`src/rtl/seq_det_sched_pkg.sv`:
```
// seq_det_sched_pkg: shared state encoding and default sizes for the detector scheduler.
package seq_det_sched_pkg;

    typedef enum logic [2:0] {S_IDLE, S_DRST, S_SHIFT, S_DRAIN, S_DONE} state_t;

    localparam int DEF_NREQ   = 2;
    localparam int DEF_WORD_W = 16;
    localparam int DEF_CNT_W  = 5;

    function automatic int id_width(input int n);
        return (n > 1) ? $clog2(n) : 1;
    endfunction

endpackage

```
`src/rtl/seq_det_sched_rr_arbiter.sv`:
```
// rr_arbiter: picks the first asserted request at or after the pointer, wrapping around.
module rr_arbiter #(
    parameter int NREQ = 2,
    parameter int ID_W = 1
) (
    input  logic [NREQ-1:0] req_i,
    input  logic [ID_W-1:0] ptr_i,
    output logic [NREQ-1:0] gnt_o,
    output logic [ID_W-1:0] idx_o,
    output logic            any_o
);

    // Walk from farthest to nearest so the nearest valid requester is written last.
    always_comb begin
        gnt_o = '0;
        idx_o = '0;
        any_o = |req_i;
        for (int k = NREQ - 1; k >= 0; k--) begin
            if (req_i[(int'(ptr_i) + k) % NREQ]) begin
                gnt_o = NREQ'(1) << ((int'(ptr_i) + k) % NREQ);
                idx_o = ID_W'((int'(ptr_i) + k) % NREQ);
            end
        end
    end

endmodule

```
`src/rtl/seq_det_sched.sv`:
```
// seq_det_sched: time-shares one serial sequence detector between NREQ word requesters.
// Optional FIRST_HIT_EN reports the bit index of the first detector hit in each word.
module seq_det_sched
    import seq_det_sched_pkg::*;
#(
    parameter int NREQ   = DEF_NREQ,
    parameter int WORD_W = DEF_WORD_W,
    parameter int CNT_W  = DEF_CNT_W,
    parameter int ID_W   = id_width(NREQ)
) (
    input  logic               clk,
    input  logic               rst,
    input  logic [NREQ-1:0]    req_valid,
    input  logic [NREQ*WORD_W-1:0] req_data,
    output logic [NREQ-1:0]    req_ready,
    output logic               det_rst,
    output logic               det_in,
    input  logic               det_out,
    output logic               busy,
    output logic               res_valid,
    output logic [ID_W-1:0]    res_id,
    output logic [CNT_W-1:0]   res_count,
    output logic [CNT_W-1:0]   res_first
);

    state_t              state_q, state_d;
    logic [ID_W-1:0]     ptr_q, ptr_d, id_q, id_d, res_id_q, res_id_d;
    logic [WORD_W-1:0]   word_q, word_d;
    logic [CNT_W-1:0]    idx_q, idx_d, cnt_q, cnt_d, res_count_q, res_count_d;
    logic [WORD_W-1:0]   words [NREQ];
    logic [NREQ-1:0]     gnt;
    logic [ID_W-1:0]     gidx;
    logic                any;
    logic                hit;

    for (genvar g = 0; g < NREQ; g++) begin : g_words
        assign words[g] = req_data[g*WORD_W +: WORD_W];
    end

    rr_arbiter #(.NREQ(NREQ), .ID_W(ID_W)) u_arb (
        .req_i(req_valid),
        .ptr_i(ptr_q),
        .gnt_o(gnt),
        .idx_o(gidx),
        .any_o(any)
    );

    // det_out lags det_in by one cycle, so the first SHIFT cycle carries no sample.
    assign hit       = det_out & ((state_q == S_SHIFT && idx_q != '0) || state_q == S_DRAIN);
    assign det_rst   = rst | (state_q == S_DRST);
    assign busy      = state_q != S_IDLE;
    assign res_valid = state_q == S_DONE;
    assign res_id    = res_id_q;
    assign res_count = res_count_q;

    always_comb begin
        state_d     = state_q;
        ptr_d       = ptr_q;
        word_d      = word_q;
        id_d        = id_q;
        idx_d       = idx_q;
        cnt_d       = cnt_q + CNT_W'(hit);
        res_id_d    = res_id_q;
        res_count_d = res_count_q;
        req_ready   = '0;
        det_in      = 1'b0;
        case (state_q)
            S_IDLE: if (any && !rst) begin
                req_ready = gnt;
                word_d    = words[gidx];
                id_d      = gidx;
                ptr_d     = (gidx == ID_W'(NREQ - 1)) ? '0 : gidx + 1'b1;
                state_d   = S_DRST;
            end
            S_DRST: begin
                cnt_d   = '0;
                idx_d   = '0;
                state_d = S_SHIFT;
            end
            S_SHIFT: begin
                det_in  = word_q[0];
                word_d  = word_q >> 1;
                idx_d   = idx_q + 1'b1;
                state_d = (idx_q == CNT_W'(WORD_W - 1)) ? S_DRAIN : S_SHIFT;
            end
            S_DRAIN: begin
                res_id_d    = id_q;
                res_count_d = cnt_d;
                state_d     = S_DONE;
            end
            default: state_d = S_IDLE;
        endcase
    end

    always_ff @(posedge clk) begin
        if (rst) begin
            state_q     <= S_IDLE;
            ptr_q       <= '0;
            word_q      <= '0;
            id_q        <= '0;
            idx_q       <= '0;
            cnt_q       <= '0;
            res_id_q    <= '0;
            res_count_q <= '0;
        end else begin
            state_q     <= state_d;
            ptr_q       <= ptr_d;
            word_q      <= word_d;
            id_q        <= id_d;
            idx_q       <= idx_d;
            cnt_q       <= cnt_d;
            res_id_q    <= res_id_d;
            res_count_q <= res_count_d;
        end
    end

`ifdef FIRST_HIT_EN
    logic [CNT_W-1:0] first_q, first_d, res_first_q, res_first_d;

    // WORD_W doubles as the "no hit yet" marker; idx_q-1 is the bit whose echo is sampled now.
    always_comb begin
        first_d     = (state_q == S_DRST) ? CNT_W'(WORD_W) :
                      (hit && first_q == CNT_W'(WORD_W)) ? idx_q - 1'b1 : first_q;
        res_first_d = (state_q == S_DRAIN) ? first_d : res_first_q;
    end

    always_ff @(posedge clk) begin
        if (rst) begin
            first_q     <= '0;
            res_first_q <= '0;
        end else begin
            first_q     <= first_d;
            res_first_q <= res_first_d;
        end
    end

    assign res_first = res_first_q;
`else
    assign res_first = '0;
`endif

endmodule

```
`config.mk`:
```
export PLATFORM = sky130hd
export DESIGN_NAME = seq_det_sched
export DESIGN_NICKNAME = d
export VERILOG_FILES = /design/src/rtl/seq_det_sched_pkg.sv /design/src/rtl/seq_det_sched_rr_arbiter.sv /design/src/rtl/seq_det_sched.sv
export SDC_FILE = /design/constraint.sdc
export NUM_CORES = 1
export LEC_CHECK = 0
export CAP_MARGIN = 0
export CORE_UTILIZATION = 53
export CTS_BUF_LIST = sky130_fd_sc_hd__clkbuf_2 sky130_fd_sc_hd__clkbuf_4 sky130_fd_sc_hd__clkbuf_8
export DETAILED_ROUTE_END_ITERATION = 16
export PLACE_DENSITY = 0.84
export SYNTH_ARGS = -nofsm -noshare
export SYNTH_HDL_FRONTEND = slang
export SYNTH_SLANG_ARGS = --single-unit
```
`constraint.sdc`:
```
create_clock -name clk -period 5.6 [get_ports clk]
set_input_delay 0.56 -clock clk [delete_from_list [all_inputs] [get_ports clk]]
set_output_delay 0.56 -clock clk [all_outputs]
set_load 0.01 [all_outputs]
```
Yosys cells after proc, flatten, opt, wreduce, memory -nomap -nowiden. Index checks and enable logic that the tools add are counted.

$add $sub $neg: 4. $lt $le $gt $ge: 3. Equal/unequal tests: 6. Shift-type cells: 2. Muxes and demuxes: 22. Bitwise logic cells: 4. Reduce and logical (&&, ||, !) cells: 13.

Operators with widths (count): 16-bit two-way mux (4); 16-bit one-hot mux with 2 select lines (1); 1-bit by 32-bit << shifter with 2-bit output (first input constant) (1); 3-bit one-hot mux with 4 select lines (1); 1-bit two-way mux (10); 5-bit one-hot mux with 2 select lines (1); 2-bit two-way mux (4); 3-bit by 2-bit == test with 1-bit output (second input constant) (2); 5-bit by 1-bit adder with 5-bit output (1); 5-bit by 1-bit adder with 5-bit output (second input constant) (1); 5-bit by 4-bit == test with 1-bit output (second input constant) (1); 5-bit nonzero test (1); 2-bit AND reduction (2); 2-bit nonzero test (2); 2-bit OR reduction (2); 3-bit by 1-bit == test with 1-bit output (second input constant) (1); 3-bit == test (second input constant) (1); 3-bit zero test (1); 2-bit by 3-bit < comparator with 1-bit output (second input constant) (1); 3-bit two-way mux (1); 3-bit nonzero test (1); 1-bit adder (second input constant) (2); 2-bit >= comparator (second input constant) (1); 1-bit logical AND (2); other kinds (9) (9).

Bits in registers: 37. Input port bits: 37. Output and inout bits: 17. Logic and storage cells: 62.

Logic depth before layout (Yosys ltp).
Depth in word-level cells: 13. Depth in mapped cells: 9. Mapped depth without buffers: 8.

Modules after synthesis. From an unflattened synthesis, not the netlist that was laid out.

Cells, all modules: 200. Area, all modules: 1910.6 um2.

Modules (own cells, without submodules): seq_det_sched (instances 1, cells each 195, area each 1878.1 um2, sequential area each 740.7 um2); rr_arbiter (instances 1, cells each 5, area each 32.5 um2, sequential area each 0.0 um2).

Worst setup path after synthesis. Ideal clock, no wire load.

Path type: register to register. Start: register state_q[1]. End: register res_count_q[4], in the netlist res_count[4]. Setup time: 86 ps. Arrival time: 1873 ps. Required time: 5514 ps. Slack: 3642 ps. Stages on the path, launching flop included: 10. Buffers on the path: 1. Period minus slack after synthesis: 1958 ps. Cells stage by stage: dfxtp_1 > clkbuf_1 > nor2b_1 > nand2_1 > a21oi_1 > ha_1 > ha_1 > nand3_1 > xor2_1 > a211oi_1.

Word-level cells in the longest chain between the ends: 5. Elaborated cells between the ends (all ways): 6. Classes of those cells: 1 x add/sub; 2 x eq/ne; 1 x bitwise; 2 x reduce/logical.

Ends and longest elaborated chain: start, declared (RTL line seq_det_sched.sv:26) `state_t state_q, state_d;`; start signal, assigned (RTL line seq_det_sched.sv:106) `state_q <= state_d;`; 3-bit by 2-bit == test with 1-bit output (RTL line seq_det_sched.sv:49) `assign hit = det_out & ((state_q == S_SHIFT && idx_q != '0) || state_q == S_DRAIN);`; 1-bit logical AND (RTL line seq_det_sched.sv:49); 1-bit logical OR (RTL line seq_det_sched.sv:49); 1-bit AND (RTL line seq_det_sched.sv:49); 5-bit by 1-bit adder with 5-bit output (RTL line seq_det_sched.sv:62) `cnt_d = cnt_q + CNT_W'(hit);`; end signal, assigned (RTL line seq_det_sched.sv:113) `res_count_q <= res_count_d;`; end, declared (RTL line seq_det_sched.sv:29) `logic [CNT_W-1:0] idx_q, idx_d, cnt_q, cnt_d, res_count_q, res_count_d;`.

Several ways; a longest one is shown, not always the timed one. A chain may end at the register's enable or synchronous reset.

Final worst setup path.
Start: input port rst. End: output port det_rst.

Word-level cells in the longest chain between the ends: 1.

Ends and longest elaborated chain: start, declared (RTL line seq_det_sched.sv:12) `input logic rst,`; 1-bit bitwise OR (RTL line seq_det_sched.sv:50) `assign det_rst = rst | (state_q == S_DRST);`; end, declared (RTL line seq_det_sched.sv:16) `output logic det_rst,`.

Every way passes these cells.

==> reports/qor.csv <==
stage,metric,value,unit
power_and_ir_drop,intPower,0.4417,mW
worst_setup_path,cp-end-kind,output pin,
sta,whs,0.4612,ns
sta,worst_slew_pin_slew,0.8546,ns
outcome,status,completed,
layout,fillerInstances,285,
die,dieWidth,62.82,microns
layout,n_antenna_cell,0,
placed_design,portBuffers,48,
run,max-cap-violations,0,
clocking,clockRootBuffer,clkbuf_8,
layout,syn_to_final_growth,26.42,%
clocking,cts_resized,0,
detailed_routing,finalWirelength,4164,microns
logic_synthesis,ys_ff_latch,37,
grt,grt_max_degree,36,
die,boundaryPins,54,
sta,timing.final.crit_period,3.286,ns
clocking,cts_sinks,37,
power_and_ir_drop,power_frac_seq,0.482,
sta,timing.final.crit_share,0.5868,
worst_setup_path,crit_arrival,2.73,ns
grt,grt_pass1_wl,7272,microns
detailed_routing,route.detailed.drc,0,
min_path,hold_class,flop to flop,
worst_setup_path,start_kind,input port,
power_and_ir_drop,power_leakage,0.9402,nW
grt,grt_usage,0.2321,
grt,grt_pass1_vias,1552,
logic_synthesis,syn_inst,231,
die,dieArea,3946,sq um
worst_setup_path,crit_fanout,19,
clocking,hold_buffers,0,
sta,fin_setup_tns,0,ns
clocking,clock_path_buffers,2,
clocking,cts_tree,done,
power_and_ir_drop,switchingPower,0.1867,mW
clocking,worst_skew_pair.late_latency,0.29,ns
die,initial_core_util,0.5696,
detailed_routing,viasPerCell,5.463,
sta,slew_violations,0,
detailed_routing,postRouteAntennaNets,0,
clocking,cts_buffers,5,
placed_design,place_worst_setup_slack,2.334,ns
sta,hold_viol,0,
grt,grt_antenna_before_repair,0,
power_and_ir_drop,power_density,253.5,nW/um^2
worst_setup_path,critical_path_class,input port to output pin,
min_path,min_path_cells,2,
sta,fin_skew,0.002619,ns
placed_design,dp.cells,307,
placed_design,gp_congestion,0.7896,
placed_design,dp_hpwl,2903,microns
die,core.rowCount,21,
logic_synthesis,ys_warn_count,0,
detailed_routing,first_pass_iters,5,
grt,gr-total-overflow,0,
logic_synthesis,syn_avg_cell_area,8.488,sq um
logic_synthesis,synth_area,1961,sq um
clocking,cts_setup_buffers,0,
detailed_routing,drt-initial-drc-count,104,
clocking,htreeDepth,2,
power_and_ir_drop,comb_power_share,0.233,
detailed_routing,wl_per_cell,13.22,microns
worst_setup_path,r2r_cells,4,
layout,final_util,0.7201,
logic_synthesis,ys_seq_area_frac,0.3778,
power_and_ir_drop,vdd_ir_drop_max,208.8,uV
die,core,3442,sq um
layout,nNetsFinal,310,
detailed_routing,vias,1721,
logic_synthesis,synth_cell_types,40,
power_and_ir_drop,pwr-share-clk,0.285,
layout,drive_gt1_frac,0.05948,
sta,setup-violations-final,0,
clocking,clk_pin_slew,0.07,ns
sta,rsz0062_at_grt,false,
sta,max_freq,304.3,MHz
sta,fin_ws,2.314,ns
power_and_ir_drop,switching_share,0.2971,
worst_setup_path,crit_required,5.04,ns
die,die_h,62.82,microns
sta,max_slew_margin,0.4285,
layout,fin_cells,315,
## layout by cell type (no fill, tap or decap), drive strengths merged, types with 5 or more instances in the layout
| cell | instances |
|---|---|
| ha | 5 |
| a21boi | 15 |
| conb | 5 |
| o21ai | 17 |
| clkbuf | 5 |
| clkdlybuf4s50 | 48 |
| a21oi | 27 |
| a22oi | 17 |
| and3 | 18 |
| nand2 | 11 |
| inv | 7 |
| dfxtp | 37 |
| nor2 | 15 |
## metal layers
layer | up-vias | wire [microns] | global-route usage
met5 | - | 0 | 0
met4 | 0 | 58 | 0.08721
met3 | 6 | 235 | 0.06569
met2 | 47 | 1893 | 0.3546
met1 | 771 | 1977 | 0.3082
li1 | 897 | - | -
## cells by family after synthesis
family | Yosys count | synth area share
AOI/OAI and AO/OA | 87 | 0.2923
DFF | 37 | 0.3778
muxes | 2 | 0.01021
adders and majority gates | 5 | 0.03191
other | 1 | 0.001913
xor gates and xnor gates | 4 | 0.01787
buffers and inverters | 30 | 0.07913
and+or+nand+nor | 65 | 0.1889
## synthesized netlist by cell type
master      n  area [sq um]
dfxtp_1    37         740.7
a21oi_1    26         130.1
and3_1     18         112.6
a22oi_1    17         127.6
a21boi_0   15         112.6
clkbuf_1   14         52.55
nor2_1     14         52.55
o21ai_0    13         65.06
nand2_1    11         41.29
inv_1       7         26.28
buf_4       5         37.54
ha_1        5         62.56
o21ai_1     4         20.02
a211oi_1    3         22.52
a2bb2oi_1   3         26.28
and2_1      3         18.77
buf_6       3         33.78
nand3_1     3         15.01
mux2i_1     2         20.02
nand2b_1    2         12.51
nor3_1      2         10.01
nor3b_1     2         15.01
nor4_1      2         12.51
or2_2       2         12.51
xnor2_1     2         17.52
xor2_1      2         17.52
a2111oi_4   1         27.53
a21o_1      1         7.510
a21oi_2     1         8.760
a22o_1      1         8.760
a311oi_1    1         8.760
buf_2       1         5.000
conb_1      1         3.750
nor2_2      1         6.260
nor2b_1     1         6.260
nor3b_4     1         18.77
nor4_4      1         21.27
nor4b_1     1         8.760
o21bai_1    1         7.510
or3_1       1         6.260
## power by group through the flow
stage	registers [mW]	clock network (mW)	logic, mW
5_1_grt	0.306	0.198	0.163
6_report	0.303	0.179	0.147
3_5_place_dp	0.309	0	0.146
3_3_place_gp	0.308	0	0.144
2_1_floorplan	0.298	0	0.111
4_1_cts	0.303	0.186	0.147
## flip-flops by register name, indices dropped and copies added, names as in the netlist
register and flops:
res_count 5, res_id 1, state_q 3, word_q 16, id_q 1, idx_q 5, ptr_q 1, cnt_q 5
## final timing paths
kind | startpoint | to | slack [ns]
max | rst | det_rst | 2.31
min | res_id | res_id | 0.46
max reg2reg | state_q[1] | word_q[8] | 3.45
min reg2reg | res_id | res_id | 0.46
## critical path, stage by stage
cell	delay, ns
clkdlybuf4s50_1	0.92
buf_4	0.35
o21bai_1	0.27
clkdlybuf4s50_1	0.62
## through the flow
stage / area (sq um) / power, mW
CTS: 2479 / 0.6353
global placement: 2392 / 0.4516
detailed placement: 2392 / 0.4546
global route: 2479 / 0.6669
finish: 2479 / 0.6284
floorplan: 1976 / 0.4093
## final cells by class
class / instances / area [sq um] / share of cell area
multi-input cells: 168 / 1080 / 0.4356
flip-flops and latches: 37 / 740.7 / 0.2988
repair buffers: 49 / 488.0 / 0.1969
clock buffers: 5 / 68.82 / 0.02776
well taps: 46 / 57.56 / 0.02322
inverters: 7 / 26.28 / 0.01060
clock inverters: 3 / 17.52 / 0.007067
Note: power is estimated with default switching activity, not from simulation.
